[src/rtl/fp_div_iter.sv]
// fp_div_iter: iterative IEEE-754-style floating-point divider, a / b.
// A radix-2 restoring mantissa divider produces one quotient bit per clock
// behind a valid/ready handshake. One operation is in flight at a time.
// Subnormal inputs are read as signed zeros. Results that fall below the
// minimum normal are flushed to signed zero.
// Build option FDIV_ROUND_NEAREST_EN: when defined, the quotient is rounded
// to nearest-even on guard/sticky. When undefined, it is truncated.
module fp_div_iter #(
  parameter int EXP_W = 8,
  parameter int MAN_W = 23
) (
  input  logic                 clk,
  input  logic                 rst,
  input  logic                 in_valid,
  output logic                 in_ready,
  input  logic [EXP_W+MAN_W:0] a,
  input  logic [EXP_W+MAN_W:0] b,
  output logic                 out_valid,
  input  logic                 out_ready,
  output logic [EXP_W+MAN_W:0] result,
  output logic                 overflow,
  output logic                 underflow,
  output logic                 exception,
  output logic                 div_by_zero
);

  localparam int W  = 1 + EXP_W + MAN_W;
  localparam int M  = MAN_W + 1;          // mantissa including hidden bit
  localparam int XW = EXP_W + 2;          // signed working exponent
  localparam int CW = $clog2(MAN_W + 2);  // iteration counter width

  localparam logic [CW-1:0]        LAST_IT = CW'(MAN_W + 1);
  localparam logic signed [XW-1:0] BIAS_X  = XW'((1 << (EXP_W - 1)) - 1);
  localparam logic signed [XW-1:0] EMAX_X  = XW'((1 << EXP_W) - 1);
  localparam logic signed [XW-1:0] ONE_X   = XW'(1);
  localparam logic signed [XW-1:0] ZERO_X  = XW'(0);
  localparam logic [W-1:0]         QNAN    = {1'b0, {EXP_W{1'b1}}, 1'b1, {(MAN_W-1){1'b0}}};

  typedef enum logic [2:0] {
    S_IDLE,
    S_UNPACK,
    S_DIVIDE,
    S_ROUND,
    S_DONE
  } state_t;

  state_t state_q, state_d;

  // Operand and datapath registers
  logic [W-1:0]         a_q, a_d, b_q, b_d;
  logic                 sign_q, sign_d;
  logic signed [XW-1:0] exp_q, exp_d;
  logic [M:0]           rem_q, rem_d;     // partial remainder, always < 2*divisor
  logic [M-1:0]         div_q, div_d;     // divisor mantissa
  logic [M:0]           quo_q, quo_d;     // MAN_W+1 quotient bits plus guard
  logic [CW-1:0]        cnt_q, cnt_d;
  logic                 special_q, special_d;

  // Output registers
  logic [W-1:0]         result_q, result_d;
  logic                 out_valid_q, out_valid_d;
  logic                 ovf_q, ovf_d, unf_q, unf_d, exc_q, exc_d, dbz_q, dbz_d;

  // Field decode of the captured operands
  logic [EXP_W-1:0]     ea, eb;
  logic [MAN_W-1:0]     fa, fb;
  logic [M-1:0]         ma, mb;
  logic                 a_zero, b_zero, a_inf, b_inf, a_nan, b_nan, sign_u;
  logic signed [XW-1:0] exp_unp;

  assign ea      = a_q[W-2:MAN_W];
  assign eb      = b_q[W-2:MAN_W];
  assign fa      = a_q[MAN_W-1:0];
  assign fb      = b_q[MAN_W-1:0];
  assign ma      = {1'b1, fa};
  assign mb      = {1'b1, fb};
  assign a_zero  = ~|ea;                   // zero or subnormal
  assign b_zero  = ~|eb;
  assign a_nan   = (&ea) & (|fa);
  assign b_nan   = (&eb) & (|fb);
  assign a_inf   = (&ea) & ~(|fa);
  assign b_inf   = (&eb) & ~(|fb);
  assign sign_u  = a_q[W-1] ^ b_q[W-1];
  assign exp_unp = $signed({2'b00, ea}) - $signed({2'b00, eb}) + BIAS_X;

  // One restoring step: trial subtract, quotient bit is "no borrow".
  // The difference is below the divisor, so M bits hold it exactly.
  logic         rem_ge;
  logic [M-1:0] rem_sub;

  assign rem_ge  = rem_q >= {1'b0, div_q};
  assign rem_sub = rem_q[M-1:0] - div_q;

  // Rounding of the finished quotient
  logic                 round_up, carry;
  logic [M:0]           man_sum;
  logic [MAN_W-1:0]     frac_rnd;
  logic signed [XW-1:0] exp_rnd;

`ifdef FDIV_ROUND_NEAREST_EN
  assign round_up = quo_q[0] & ((|rem_q) | quo_q[1]);
`else
  assign round_up = 1'b0;
`endif

  assign man_sum  = {1'b0, quo_q[M:1]} + {{M{1'b0}}, round_up};
  assign carry    = man_sum[M];
  assign frac_rnd = carry ? man_sum[MAN_W:1] : man_sum[MAN_W-1:0];
  assign exp_rnd  = carry ? exp_q + ONE_X : exp_q;

  // Next-state and datapath control for the whole operation sequence
  always_comb begin
    // NOTE: every _d takes its held value first, so no branch can infer a latch.
    state_d     = state_q;
    a_d         = a_q;
    b_d         = b_q;
    sign_d      = sign_q;
    exp_d       = exp_q;
    rem_d       = rem_q;
    div_d       = div_q;
    quo_d       = quo_q;
    cnt_d       = cnt_q;
    special_d   = special_q;
    result_d    = result_q;
    out_valid_d = out_valid_q;
    ovf_d       = ovf_q;
    unf_d       = unf_q;
    exc_d       = exc_q;
    dbz_d       = dbz_q;

    case (state_q)
      S_IDLE: begin
        if (in_valid) begin
          a_d     = a;
          b_d     = b;
          state_d = S_UNPACK;
        end
      end

      S_UNPACK: begin
        sign_d    = sign_u;
        special_d = 1'b1;
        ovf_d     = 1'b0;
        unf_d     = 1'b0;
        exc_d     = 1'b0;
        dbz_d     = 1'b0;
        // Special results skip the divider and pass through ROUND unchanged.
        state_d   = S_ROUND;
        if (a_nan || b_nan || (a_zero && b_zero) || (a_inf && b_inf)) begin
          result_d = QNAN;
          exc_d    = 1'b1;
        end else if (a_inf) begin
          result_d = {sign_u, {EXP_W{1'b1}}, {MAN_W{1'b0}}};
        end else if (b_zero) begin
          result_d = {sign_u, {EXP_W{1'b1}}, {MAN_W{1'b0}}};
          dbz_d    = 1'b1;
        end else if (a_zero || b_inf) begin
          result_d = {sign_u, {(W-1){1'b0}}};
        end else begin
          // Pre-shift the dividend so the quotient lands in [1, 2).
          special_d = 1'b0;
          exp_d     = (ma < mb) ? exp_unp - ONE_X : exp_unp;
          rem_d     = (ma < mb) ? {ma, 1'b0} : {1'b0, ma};
          div_d     = mb;
          quo_d     = '0;
          cnt_d     = '0;
          state_d   = S_DIVIDE;
        end
      end

      S_DIVIDE: begin
        quo_d = {quo_q[M-1:0], rem_ge};
        rem_d = rem_ge ? {rem_sub, 1'b0} : {rem_q[M-1:0], 1'b0};
        cnt_d = cnt_q + CW'(1);
        if (cnt_q == LAST_IT) state_d = S_ROUND;
      end

      S_ROUND: begin
        if (!special_q) begin
          ovf_d = 1'b0;
          unf_d = 1'b0;
          exc_d = 1'b0;
          dbz_d = 1'b0;
          if (exp_rnd >= EMAX_X) begin
            result_d = {sign_q, {EXP_W{1'b1}}, {MAN_W{1'b0}}};
            ovf_d    = 1'b1;
          end else if (exp_rnd <= ZERO_X) begin
            result_d = {sign_q, {(W-1){1'b0}}};
            unf_d    = 1'b1;
          end else begin
            result_d = {sign_q, exp_rnd[EXP_W-1:0], frac_rnd};
          end
        end
        out_valid_d = 1'b1;
        state_d     = S_DONE;
      end

      S_DONE: begin
        if (out_ready) begin
          out_valid_d = 1'b0;
          state_d     = S_IDLE;
        end
      end

      default: state_d = S_IDLE;
    endcase
  end

  // State and visible outputs, cleared by reset so an aborted op emits nothing
  always_ff @(posedge clk) begin
    // NOTE: registers use <= so every flop samples values from before the edge.
    if (rst) begin
      state_q     <= S_IDLE;
      out_valid_q <= 1'b0;
      result_q    <= '0;
      ovf_q       <= 1'b0;
      unf_q       <= 1'b0;
      exc_q       <= 1'b0;
      dbz_q       <= 1'b0;
    end else begin
      state_q     <= state_d;
      out_valid_q <= out_valid_d;
      result_q    <= result_d;
      ovf_q       <= ovf_d;
      unf_q       <= unf_d;
      exc_q       <= exc_d;
      dbz_q       <= dbz_d;
    end
  end

  // Datapath registers, always written before the FSM reads them
  always_ff @(posedge clk) begin
    // NOTE: no reset here; IDLE/UNPACK load every field before it is used.
    a_q       <= a_d;
    b_q       <= b_d;
    sign_q    <= sign_d;
    exp_q     <= exp_d;
    rem_q     <= rem_d;
    div_q     <= div_d;
    quo_q     <= quo_d;
    cnt_q     <= cnt_d;
    special_q <= special_d;
  end

  assign in_ready    = (state_q == S_IDLE);
  assign out_valid   = out_valid_q;
  assign result      = result_q;
  assign overflow    = ovf_q;
  assign underflow   = unf_q;
  assign exception   = exc_q;
  assign div_by_zero = dbz_q;

endmodule
[config.mk]
export PLATFORM = sky130hd
export DESIGN_NAME = fp_div_iter
export DESIGN_NICKNAME = d
export VERILOG_FILES = /design/src/rtl/fp_div_iter.sv
export SDC_FILE = /design/constraint.sdc
export NUM_CORES = 1
export LEC_CHECK = 0
export BUFFER_PORTS_ARGS = -buffer_cell sky130_fd_sc_hd__buf_2
export CAP_MARGIN = 20
export CORE_ASPECT_RATIO = 1.1
export CORE_UTILIZATION = 47
export CTS_CLUSTER_DIAMETER = 120
export DETAILED_ROUTE_END_ITERATION = 10
export PLACE_DENSITY = 0.65
export SLEW_MARGIN = 40
export SYNTH_ARGS = -nofsm -noshare
export SYNTH_HDL_FRONTEND = slang
export SYNTH_SLANG_ARGS = --single-unit
[constraint.sdc]
create_clock -name clk -period 6.8 [get_ports clk]
set_input_delay 1.36 -clock clk [delete_from_list [all_inputs] [get_ports clk]]
set_output_delay 1.36 -clock clk [all_outputs]
set_load 0.01 [all_outputs]
==> results.sh, run 1 <==
export IMPL_overflow=0
export IMPL_cts_buffer_depth=2
export IMPL_synthToLayoutAreaGrowth_pct=14.4
export IMPL_drtIter0Drc=499
export IMPL_ys_ff_latch=193
export IMPL_netlist_area_mm2=0.0103
export IMPL_synthFlopType="edfxtp_1"
export IMPL_vias_per_cell=5.75
export IMPL_synth_area_leaders="edfxtp_1 45%, dfxtp_1 7.8%, ha_1 6.9%"
export IMPL_swShare_pct=30.7
export IMPL_port_buffers=105
export IMPL_clk_pin_slew_ns=0.08
export IMPL_num_fill_cells=1833
export IMPL_rsz0062_at_grt="no"
export IMPL_rr_startpoint="rem_q[10]$_DFFE_PP_"
export IMPL_switchingPower_w=0.000956
export IMPL_initial_core_util_pct=48.2
export IMPL_cts_hold_buffers=0
export IMPL_synth_top_cells_by_count="153 x edfxtp_1, 73 x nor2_1, 66 x inv_1"
export IMPL_max_freq_ghz=0.273
export IMPL_seqPwrFrac_pct=46.9
export IMPL_cp_start_kind="register"
export IMPL_routedWlPerCell_um=17.4
export IMPL_cts_sinks=193
export IMPL_antenna_found_initial=0
export IMPL_hold_start="result[22]$_SDFFE_PP0P_"
export IMPL_synth_edff_count=153
export IMPL_yosysTopAreaCellShare_pct=44.6
export IMPL_register_area_mm2=0.00540
export IMPL_cellLeakagePower_nw=4.58
export IMPL_hp_class="reg2reg"
export IMPL_slew_headroom_pct=42.9
export IMPL_die_h_um=157
export IMPL_multiInputGateArea_mm2=0.00452
export IMPL_synth_cells=948
export IMPL_cts_max_level=4
export IMPL_finClkSkew_ns=0.0172
export IMPL_grt_pass1_wl_um=37500
export IMPL_hold_viol=0
export IMPL_finalNonFillerCells=1343
export IMPL_worst_ep_required_time_ns=6.94
export IMPL_drc=0
export IMPL_placed_cells=1311
export IMPL_clockRootBuffer="clkbuf_16"
export IMPL_final_max_slew_violation_count=0
export IMPL_setup_viol=0
export IMPL_crit_fanout=24
export IMPL_reg2reg_to="rem_q[22]$_DFFE_PP_"
export IMPL_place_gp_congestion=0.934
export IMPL_power_per_cell_area_mw_per_mm2=265
export IMPL_dpl_hpwl_um=16900
export IMPL_pwr_share_clk_pct=33.2
export IMPL_grt_pass1_vias=7299
export IMPL_combPwrFrac_pct=19.9
export IMPL_reg2reg_setup_slack_ns=3.14
export IMPL_core_mm2=0.0214
export IMPL_io_pins=106
export IMPL_insertion_delay_ns=0.44
export IMPL_cts_buffers=17
export IMPL_firstDrtPassIters=4
export IMPL_setup_tns_ns=0
export IMPL_outcome="completed"
export IMPL_end_kind="register"
export IMPL_worst_pin_slew_ns=0.855
export IMPL_criticalPathCategory="reg2reg"
export IMPL_yosys_area_top_type="edfxtp_1"
export IMPL_post_cts_buffers=0
export IMPL_period_share_pct=53.9
export IMPL_nets=1167
export IMPL_synth_async_reset_ratio_pct=0
export IMPL_synth_fp_nets=1075
export IMPL_rows=56
export IMPL_wl_um=23400
export IMPL_n_antenna_cell=0
export IMPL_post_route_min_period_ns=3.66
export IMPL_synth_most_common_cell="edfxtp_1"
export IMPL_drv_cap=0
export IMPL_hold_path_end="result[22]$_SDFFE_PP0P_"
export IMPL_grt_max_degree=66
export IMPL_die_area_mm2=0.0225
export IMPL_yosysSeqAreaShare_pct=52.4
export IMPL_cts_resized=0
export IMPL_num_vias=7727
export IMPL_die_x_um=143
export IMPL_syn_area_per_cell_um2=10.9
export IMPL_synth_cell_types=67
export IMPL_critPathArrivalTime_ns=3.81
export IMPL_drive_above_1_share_pct=16.2
export IMPL_ant_nets=0
export IMPL_ir_drop_mv=0.201
export IMPL_grt_use_total_pct=21.7
export IMPL_yosysWarnings=0
export IMPL_internal_power_w=0.00216
export IMPL_ff2ff_path_depth=8
export IMPL_whs_path_depth=2
export IMPL_cts_tree="done"
[layer usage]
layer,global-route usage [%],routed length (um),vias up
met5,0,0,-
met4,7.12,446,0
met3,3.74,1410,28
met2,34.9,10900,263
met1,29.7,10600,3655
li1,-,-,3781
[per-stage QoR]
step | util [%] | hold WS (ns) | power, W | setup slack [ns] | area (um^2)
6_report | 55.1 | 0.452 | 0.00312 | 3.14 | 11800
2_1_floorplan | - | 0.443 | 0.00193 | 1.62 | 10300
3_5_place_dp | 52.1 | 0.445 | 0.00210 | 3.15 | 11100
3_3_place_gp | 52.0 | 0.440 | 0.00209 | 2.91 | 11100
4_1_cts | 55.1 | 0.455 | 0.00313 | 3.13 | 11800
5_1_grt | 55.1 | 0.470 | 0.00327 | 2.91 | 11800
[power groups by stage]
stage / Clock [W] / Combinational [W] / Sequential, W
after global placement: 0 / 0.000601 / 0.00149
after detailed placement: 0 / 0.000612 / 0.00149
after global routing: 0.00110 / 0.000691 / 0.00147
final: 0.00104 / 0.000621 / 0.00146
after floorplan: 0 / 0.000463 / 0.00147
after CTS: 0.00105 / 0.000618 / 0.00146
[logic make-up (layout without fill, tap and decap cells)]
kind of cell | Yosys count | after routing | synth area share (%)
compound gates | 213 | 213 | 13.9
xor+xnor | 37 | 37 | 3.15
fa+ha+maj | 59 | 59 | 7.32
buf+inv | 108 | 213 | 4.05
flops | 193 | 193 | 52.4
mux | 23 | 23 | 2.31
simple gates | 315 | 315 | 16.8
[flip-flops by register name, indices dropped and copies added (netlist names), 3 cells and up]
register  count
a_q          32
b_q          32
cnt_q         5
div_q        23
exp_q        10
quo_q        24
rem_q        25
result       32
state_q       3
[layout make-up]
cell class / count / share of cell area, %
clock buffers: 18 / 3.83
flip-flops and latches: 193 / 45.8
well taps: 290 / 3.08
inverters: 66 / 2.10
multi-input cells: 647 / 38.4
clock inverters: 14 / 1.55
repair buffers: 115 / 5.17
[worst max-delay path, cell delays in order (launching register included)]
cell and delay [ns]:
edfxtp_1 0.42, ha_1 0.48, and4_1 0.31, nand3_1 0.09, a2111oi_0 0.46, nand4bb_1 0.20, nor2b_4 0.52, o221a_2 0.71
a221oi_1 0.19
[placed cells by master, fill, tap and decap left out, types with 7 or more instances in the layout]
cell type  count
edfxtp_1     153
buf_2        105
nor2_1        72
inv_1         66
ha_1          57
o21ai_0       50
nand2_1       45
a21oi_1       45
dfxtp_1       40
or4_1         39
and2_1        30
a22oi_1       24
nand3_1       22
a221oi_1      22
mux2i_1       20
xor2_1        20
clkbuf_16     18
nor3_1        17
nand4_1       17
xnor2_1       17
nor4_1        16
nor2b_1       12
a31oi_1       10
a21o_1         9
buf_4          9
o21a_1         8
a211oi_1       8
clkinv_8       7
[worst max path at each step]
stage,cells past startpoint,slack [ns],end,start
after CTS,8,3.13,rem_q[2]$_DFFE_PP_,rem_q[10]$_DFFE_PP_
after global routing,8,2.91,rem_q[22]$_DFFE_PP_,rem_q[10]$_DFFE_PP_
after detailed placement,8,3.15,rem_q[2]$_DFFE_PP_,rem_q[10]$_DFFE_PP_
after global placement,8,2.91,rem_q[22]$_DFFE_PP_,rem_q[10]$_DFFE_PP_
final,8,3.14,rem_q[22]$_DFFE_PP_,rem_q[10]$_DFFE_PP_
after floorplan,4,1.62,cnt_q[0]$_SDFFCE_PN0P_,b_q[23]$_DFFE_PP_
Power figures use the tool's default switching activity.
==> run 2: changes to the inputs <==
ABC_AREA = 1   (was not set)
clock period = 3.5 ns   (was 6.8 ns; I/O delays follow)
==> run 2 against run 1 <==
Effect of this change: sequential power rose to 2.7 times the previous value; highest routed layer unchanged; largest power group is now combinational cells; non-clock buffer count rose by 2; sequential cell count did not move; first-iteration DRC count rose by 21%; critical path depth rose by 6.
==> results.sh, run 2 <==
export IMPL_cts_resized=0
export IMPL_num_vias=9096
export IMPL_max_freq_ghz=0.351
export IMPL_synth_most_common_cell="nand2_1"
export IMPL_swShare_pct=44.4
export IMPL_finalPower_w=0.0113
export IMPL_rsz0062_at_grt="no"
export IMPL_final_cell_mix="351 x nand2_1, 242 x inv_1, 162 x nor2_1, 153 x edfxtp_1, 105 x buf_2"
export IMPL_setup_ws_ns=0.654
export IMPL_worst_pin_slew_ns=0.775
export IMPL_clk_pin_slew_ns=0.08
export IMPL_clockRootBuffer="clkbuf_16"
export IMPL_insertion_delay_ns=0.44
export IMPL_die_h_um=165
export IMPL_overflow=0
export IMPL_firstDrtPassIters=7
export IMPL_grt_max_degree=66
export IMPL_grt_use_total_pct=21.7
export IMPL_final_max_slew_violation_count=0
export IMPL_drive_above_1_share_pct=11.7
export IMPL_cellLeakagePower_nw=6.22
export IMPL_drv_cap=0
export IMPL_hold_start="b[9]"
export IMPL_syn_area_per_cell_um2=8.00
export IMPL_setup_tns_ns=0
export IMPL_dpl_worst_slack_ns=0.684
export IMPL_outcome="completed"
export IMPL_synth_cells=1416
export IMPL_combPwrFrac_pct=47.4
export IMPL_cp_start_kind="register"
export IMPL_cts_sinks=193
export IMPL_critPathArrivalTime_ns=3.03
export IMPL_synth_async_reset_ratio_pct=0
export IMPL_post_cts_buffers=0
export IMPL_final_common_cell="nand2_1"
export IMPL_whs_path_depth=1
export IMPL_grt_pass1_vias=8571
export IMPL_synth_top_cells_by_count="353 x nand2_1, 242 x inv_1, 164 x nor2_1"
export IMPL_crit_fanout=25
export IMPL_worst_ep_required_time_ns=3.69
export IMPL_reg2reg_setup_slack_ns=0.65
export IMPL_criticalPathCategory="reg2reg"
export IMPL_yosysWarnings=0
export IMPL_rows=59
export IMPL_setup_viol=0
export IMPL_hold_path_end="b_q[9]$_DFFE_PP_"
export IMPL_nets=1640
export IMPL_initial_core_util_pct=48.0
export IMPL_power_per_cell_area_mw_per_mm2=887
export IMPL_synthFlopType="edfxtp_1"
export IMPL_yosys_area_top_type="edfxtp_1"
export IMPL_pwr_share_clk_pct=17.6
export IMPL_synth_fp_nets=1543
export IMPL_ant_nets=0
export IMPL_cts_max_level=4
export IMPL_vias_per_cell=4.97
export IMPL_place_gp_congestion=0.904
export IMPL_yosysSeqAreaShare_pct=47.6
export IMPL_cts_hold_buffers=0
export IMPL_internal_power_w=0.00629
export IMPL_hold_viol=0
export IMPL_drtIter0Drc=604
export IMPL_synth_cell_types=42
export IMPL_reg2reg_to="rem_q[21]$_DFFE_PP_"
export IMPL_placed_cells=1799
export IMPL_final_util_pct=54.0
export IMPL_core_mm2=0.0236
export IMPL_cts_buffer_depth=2
export IMPL_hp_class="in2reg"
export IMPL_netlist_area_mm2=0.0113
export IMPL_io_pins=106
export IMPL_routedWlPerCell_um=14.0
export IMPL_yosysTopAreaCellShare_pct=40.6
export IMPL_die_area_mm2=0.0247
export IMPL_ir_drop_mv=0.432
export IMPL_die_x_um=150
export IMPL_dpl_hpwl_um=19000
export IMPL_synthToLayoutAreaGrowth_pct=12.6
export IMPL_ff2ff_path_depth=14
export IMPL_rr_startpoint="rem_q[2]$_DFFE_PP_"
export IMPL_post_route_min_period_ns=2.85
export IMPL_n_antenna_cell=0
export IMPL_ys_ff_latch=193
export IMPL_antenna_found_initial=0
export IMPL_wl_um=25500
export IMPL_cts_buffers=17
export IMPL_switchingPower_w=0.00502
export IMPL_finalNonFillerCells=1831
export IMPL_synth_edff_count=153
export IMPL_synth_area_leaders="edfxtp_1 41%, nand2_1 12%, inv_1 8.0%"
export IMPL_slew_headroom_pct=48.3
export IMPL_cts_tree="done"
export IMPL_grt_pass1_wl_um=42000
export IMPL_end_kind="register"
export IMPL_finClkSkew_ns=0.0128
export IMPL_port_buffers=105
export IMPL_period_share_pct=81.3
export IMPL_drc=0
export IMPL_seqPwrFrac_pct=34.9
run 2: area by class of cell:
class                   instances  area (um^2)
fillers                      2252        10900
flip-flops and latches        193         5400
multi-input cells             938         4830
inverters                     246          927
repair buffers                117          619
clock buffers                  17          425
well taps                     305          382
clock inverters                15          181
run 2: how the worst max path moves through the flow:
| stage | to | from | slack [ns] | depth (start not counted) |
|---|---|---|---|---|
| floorplan | a_q[0]$_DFFE_PP_ | state_q[1]$_SDFFE_PP0P_ | 0.54 | 3 |
| global placement | rem_q[21]$_DFFE_PP_ | rem_q[2]$_DFFE_PP_ | 0.74 | 14 |
| detailed placement | rem_q[21]$_DFFE_PP_ | rem_q[2]$_DFFE_PP_ | 0.68 | 14 |
| CTS | rem_q[21]$_DFFE_PP_ | rem_q[2]$_DFFE_PP_ | 0.67 | 14 |
| global route | rem_q[21]$_DFFE_PP_ | rem_q[2]$_DFFE_PP_ | 0.44 | 14 |
| finish | rem_q[21]$_DFFE_PP_ | rem_q[2]$_DFFE_PP_ | 0.65 | 14 |
run 2: through the flow:
| stage | hold WS, ns | area [um^2] |
|---|---|---|
| 4_1_cts | 0.418 | 12800 |
| 5_1_grt | 0.414 | 12800 |
| 2_1_floorplan | 0.426 | 11300 |
| 6_report | 0.427 | 12800 |
| 3_5_place_dp | 0.439 | 12100 |
| 3_3_place_gp | 0.434 | 12100 |
run 2: cell families after synthesis:
logic type                 share of synthesized area (%)
and+or+nand+nor                                     27.5
buffers and inverters                               10.0
DFF                                                 47.6
AOI/OAI and AO/OA                                   6.46
adders and majority gates                           6.65
xor gates and xnor gates                            1.70
run 2: critical path: stages (launching register included):
cell and delay [ns]:
edfxtp_1 0.39, ha_1 0.39, a21oi_1 0.17, nand2_1 0.12
nand2_1 0.08, nand2_1 0.12, nand2_1 0.08, nand2_1 0.13
nand3_2 0.08, buf_4 0.28, nand3_4 0.33, nand2_1 0.22
nand2_1 0.06, nand2_1 0.08, nand2_1 0.06
run 2: power groups by stage:
stage	sequential, W	clock, W	combinational (W)
after floorplan	0.00391	0	0.00407
after global placement	0.00398	0	0.00530
after detailed placement	0.00400	0	0.00530
after CTS	0.00395	0.00202	0.00534
after global routing	0.00405	0.00211	0.00616
final	0.00395	0.00199	0.00537
run 2: per-layer routing:
layer / share of wire, % / GRT usage (%)
met5: 0 / 0
met4: 1.3 / 6.11
met3: 4.4 / 3.01
met2: 46 / 35.6
met1: 49 / 29.9
==> run 3: changes to the inputs <==
clock period = 2.62 ns   (was 3.5 ns; I/O delays follow)
==> run 3 against run 2 <==
Effect of this change: sequential power up 33%; critical path type unchanged; sequential cell count stayed put; clock power increased by 41%; final cell count grew 0.93%; die area unchanged; count of clock-buffer cells in the layout grew 1; power up 39%; sequential share of layout area is 1.1 points lower.
==> results.sh, run 3 (synthesis gave the netlist of run 2 again) <==
export IMPL_outcome="completed"
export IMPL_drive_above_1_share_pct=14.2
export IMPL_combPwrFrac_pct=48.7
export IMPL_grt_use_total_pct=21.2
export IMPL_drv_cap=0
export IMPL_cts_buffers=17
export IMPL_cp_start_kind="register"
export IMPL_post_route_min_period_ns=2.50
export IMPL_seqPwrFrac_pct=33.4
export IMPL_final_util_pct=55.4
export IMPL_switchingPower_w=0.00694
export IMPL_cts_sinks=193
export IMPL_criticalPathCategory="reg2reg"
export IMPL_dpl_cell_area_mm2=0.0123
export IMPL_place_gp_congestion=0.896
export IMPL_wl_um=25400
export IMPL_core_mm2=0.0236
export IMPL_worst_pin_slew_ns=0.612
export IMPL_die_h_um=165
export IMPL_stdcell_area_mm2=0.0131
export IMPL_final_max_slew_violation_count=0
export IMPL_ant_nets=0
export IMPL_cts_tree="done"
export IMPL_grt_max_degree=66
export IMPL_clockRootBuffer="clkbuf_16"
export IMPL_die_x_um=150
export IMPL_vias_per_cell=5.02
export IMPL_rsz0062_at_grt="yes"
export IMPL_drc=0
export IMPL_ir_drop_mv=0.705
export IMPL_rows=59
export IMPL_hold_viol=0
export IMPL_clk_pin_slew_ns=0.09
export IMPL_pwr_share_clk_pct=17.9
export IMPL_antenna_found_initial=0
export IMPL_internal_power_w=0.00880
export IMPL_final_common_cell="nand2_1"
export IMPL_drtIter0Drc=592
export IMPL_firstDrtPassIters=5
export IMPL_setup_viol=0
export IMPL_worst_ep_required_time_ns=2.82
export IMPL_end_kind="register"
export IMPL_swShare_pct=44.1
export IMPL_routedWlPerCell_um=13.8
export IMPL_insertion_delay_ns=0.44
export IMPL_finClkSkew_ns=0.0168
export IMPL_cellLeakagePower_nw=6.34
export IMPL_crit_fanout=3
export IMPL_cts_buffer_depth=2
export IMPL_n_antenna_cell=0
export IMPL_cts_hold_buffers=0
export IMPL_die_area_mm2=0.0247
export IMPL_grt_pass1_vias=8465
export IMPL_grt_pass1_wl_um=40900
export IMPL_initial_core_util_pct=48.0
export IMPL_synthToLayoutAreaGrowth_pct=15.6
export IMPL_hp_class="in2reg"
export IMPL_period_share_pct=95.3
export IMPL_num_vias=9268
export IMPL_cts_max_level=4
export IMPL_dpl_hpwl_um=18400
export IMPL_max_freq_ghz=0.400
export IMPL_nets=1657
export IMPL_io_pins=106
export IMPL_port_buffers=105
export IMPL_final_cell_mix="347 x nand2_1, 239 x inv_1, 157 x nor2_1, 153 x edfxtp_1, 105 x buf_2"
export IMPL_slew_headroom_pct=59.2
export IMPL_critPathArrivalTime_ns=2.70
export IMPL_power_per_cell_area_mw_per_mm2=1200
export IMPL_overflow=0
[run 3: cell types whose count changed in the layout (fill, tap and decap cells not counted), moves of 4 or more]
cell	before	now
a21oi_1	99	94
a21oi_2	1	6
buf_12	0	6
buf_4	11	20
inv_12	1	5
nand2_1	351	347
nand2_2	5	9
nand3_1	103	99
nand3_2	3	7
nor2_1	162	157
[run 3: layer usage]
layer / vias up / global-route usage [%] / routed length [um]
li1: 4829 / - / -
met1: 4187 / 28.7 / 12200
met2: 235 / 34.8 / 11700
met3: 17 / 3.95 / 1260
met4: 0 / 5.23 / 238
met5: - / 0 / 0
[run 3: what timing repair did]
item	in CTS	in global routing
setup buffers	0	5
gates resized for setup	0	32
setup endpoints to repair	0	19
[run 3: stage by stage]
step                hold slack [ns]  instances  setup WS [ns]  TNS [ns]  total power, W
floorplan                     0.426       1416         -0.319    -26.80          0.0106
global placement              0.432       1810         0.0960         0          0.0126
detailed placement            0.432       1810         0.0427         0          0.0126
CTS                           0.228       1842         0.0378         0          0.0155
global route                  0.228       1848        -0.0131   -0.0150          0.0170
finish                        0.249       1848          0.122         0          0.0157
[run 3: worst paths after layout]
path | from | to | slack (ns) | cells past startpoint
worst min-delay path | a[5] | a_q[5]$_DFFE_PP_ | 0.25 | 1
worst max-delay path | b_q[23]$_DFFE_PP_ | exp_q[8]$_DFFE_PP_ | 0.12 | 16
worst max register to register | b_q[23]$_DFFE_PP_ | exp_q[8]$_DFFE_PP_ | 0.12 | 16
worst min register to register | b_q[3]$_DFFE_PP_ | div_q[3]$_DFFE_PP_ | 0.45 | 0
[run 3: power by group through the flow]
stage                     combinational [W]  sequential (W)  clock (W)
after floorplan                     0.00544         0.00521          0
after global placement              0.00726         0.00529          0
after detailed placement            0.00733         0.00532          0
after CTS                           0.00738         0.00525    0.00286
after global routing                0.00868         0.00538    0.00295
final                               0.00767         0.00526    0.00281
[run 3: critical path, stage by stage, from the launching register on]
cell and delay (ns):
edfxtp_1 0.41, ha_2 0.20, inv_2 0.06, fa_2 0.43, inv_2 0.10, ha_4 0.13
inv_1 0.05, a21oi_2 0.16, nand3_2 0.12, nor2_4 0.15, nand2_1 0.07, nand2_2 0.09
nand2_2 0.06, inv_2 0.05, nand3_1 0.07, nand2_1 0.06, nand2_1 0.04
[run 3: area by class of cell]
type | count | area (um^2)
Timing Repair Buffer | 133 | 818
Sequential cell | 193 | 5400
Inverter | 246 | 926
Clock buffer | 18 | 450
Multi-Input combinational cell | 939 | 4940
Clock inverter | 14 | 185
Fill cell | 2198 | 10500
Tap cell | 305 | 382
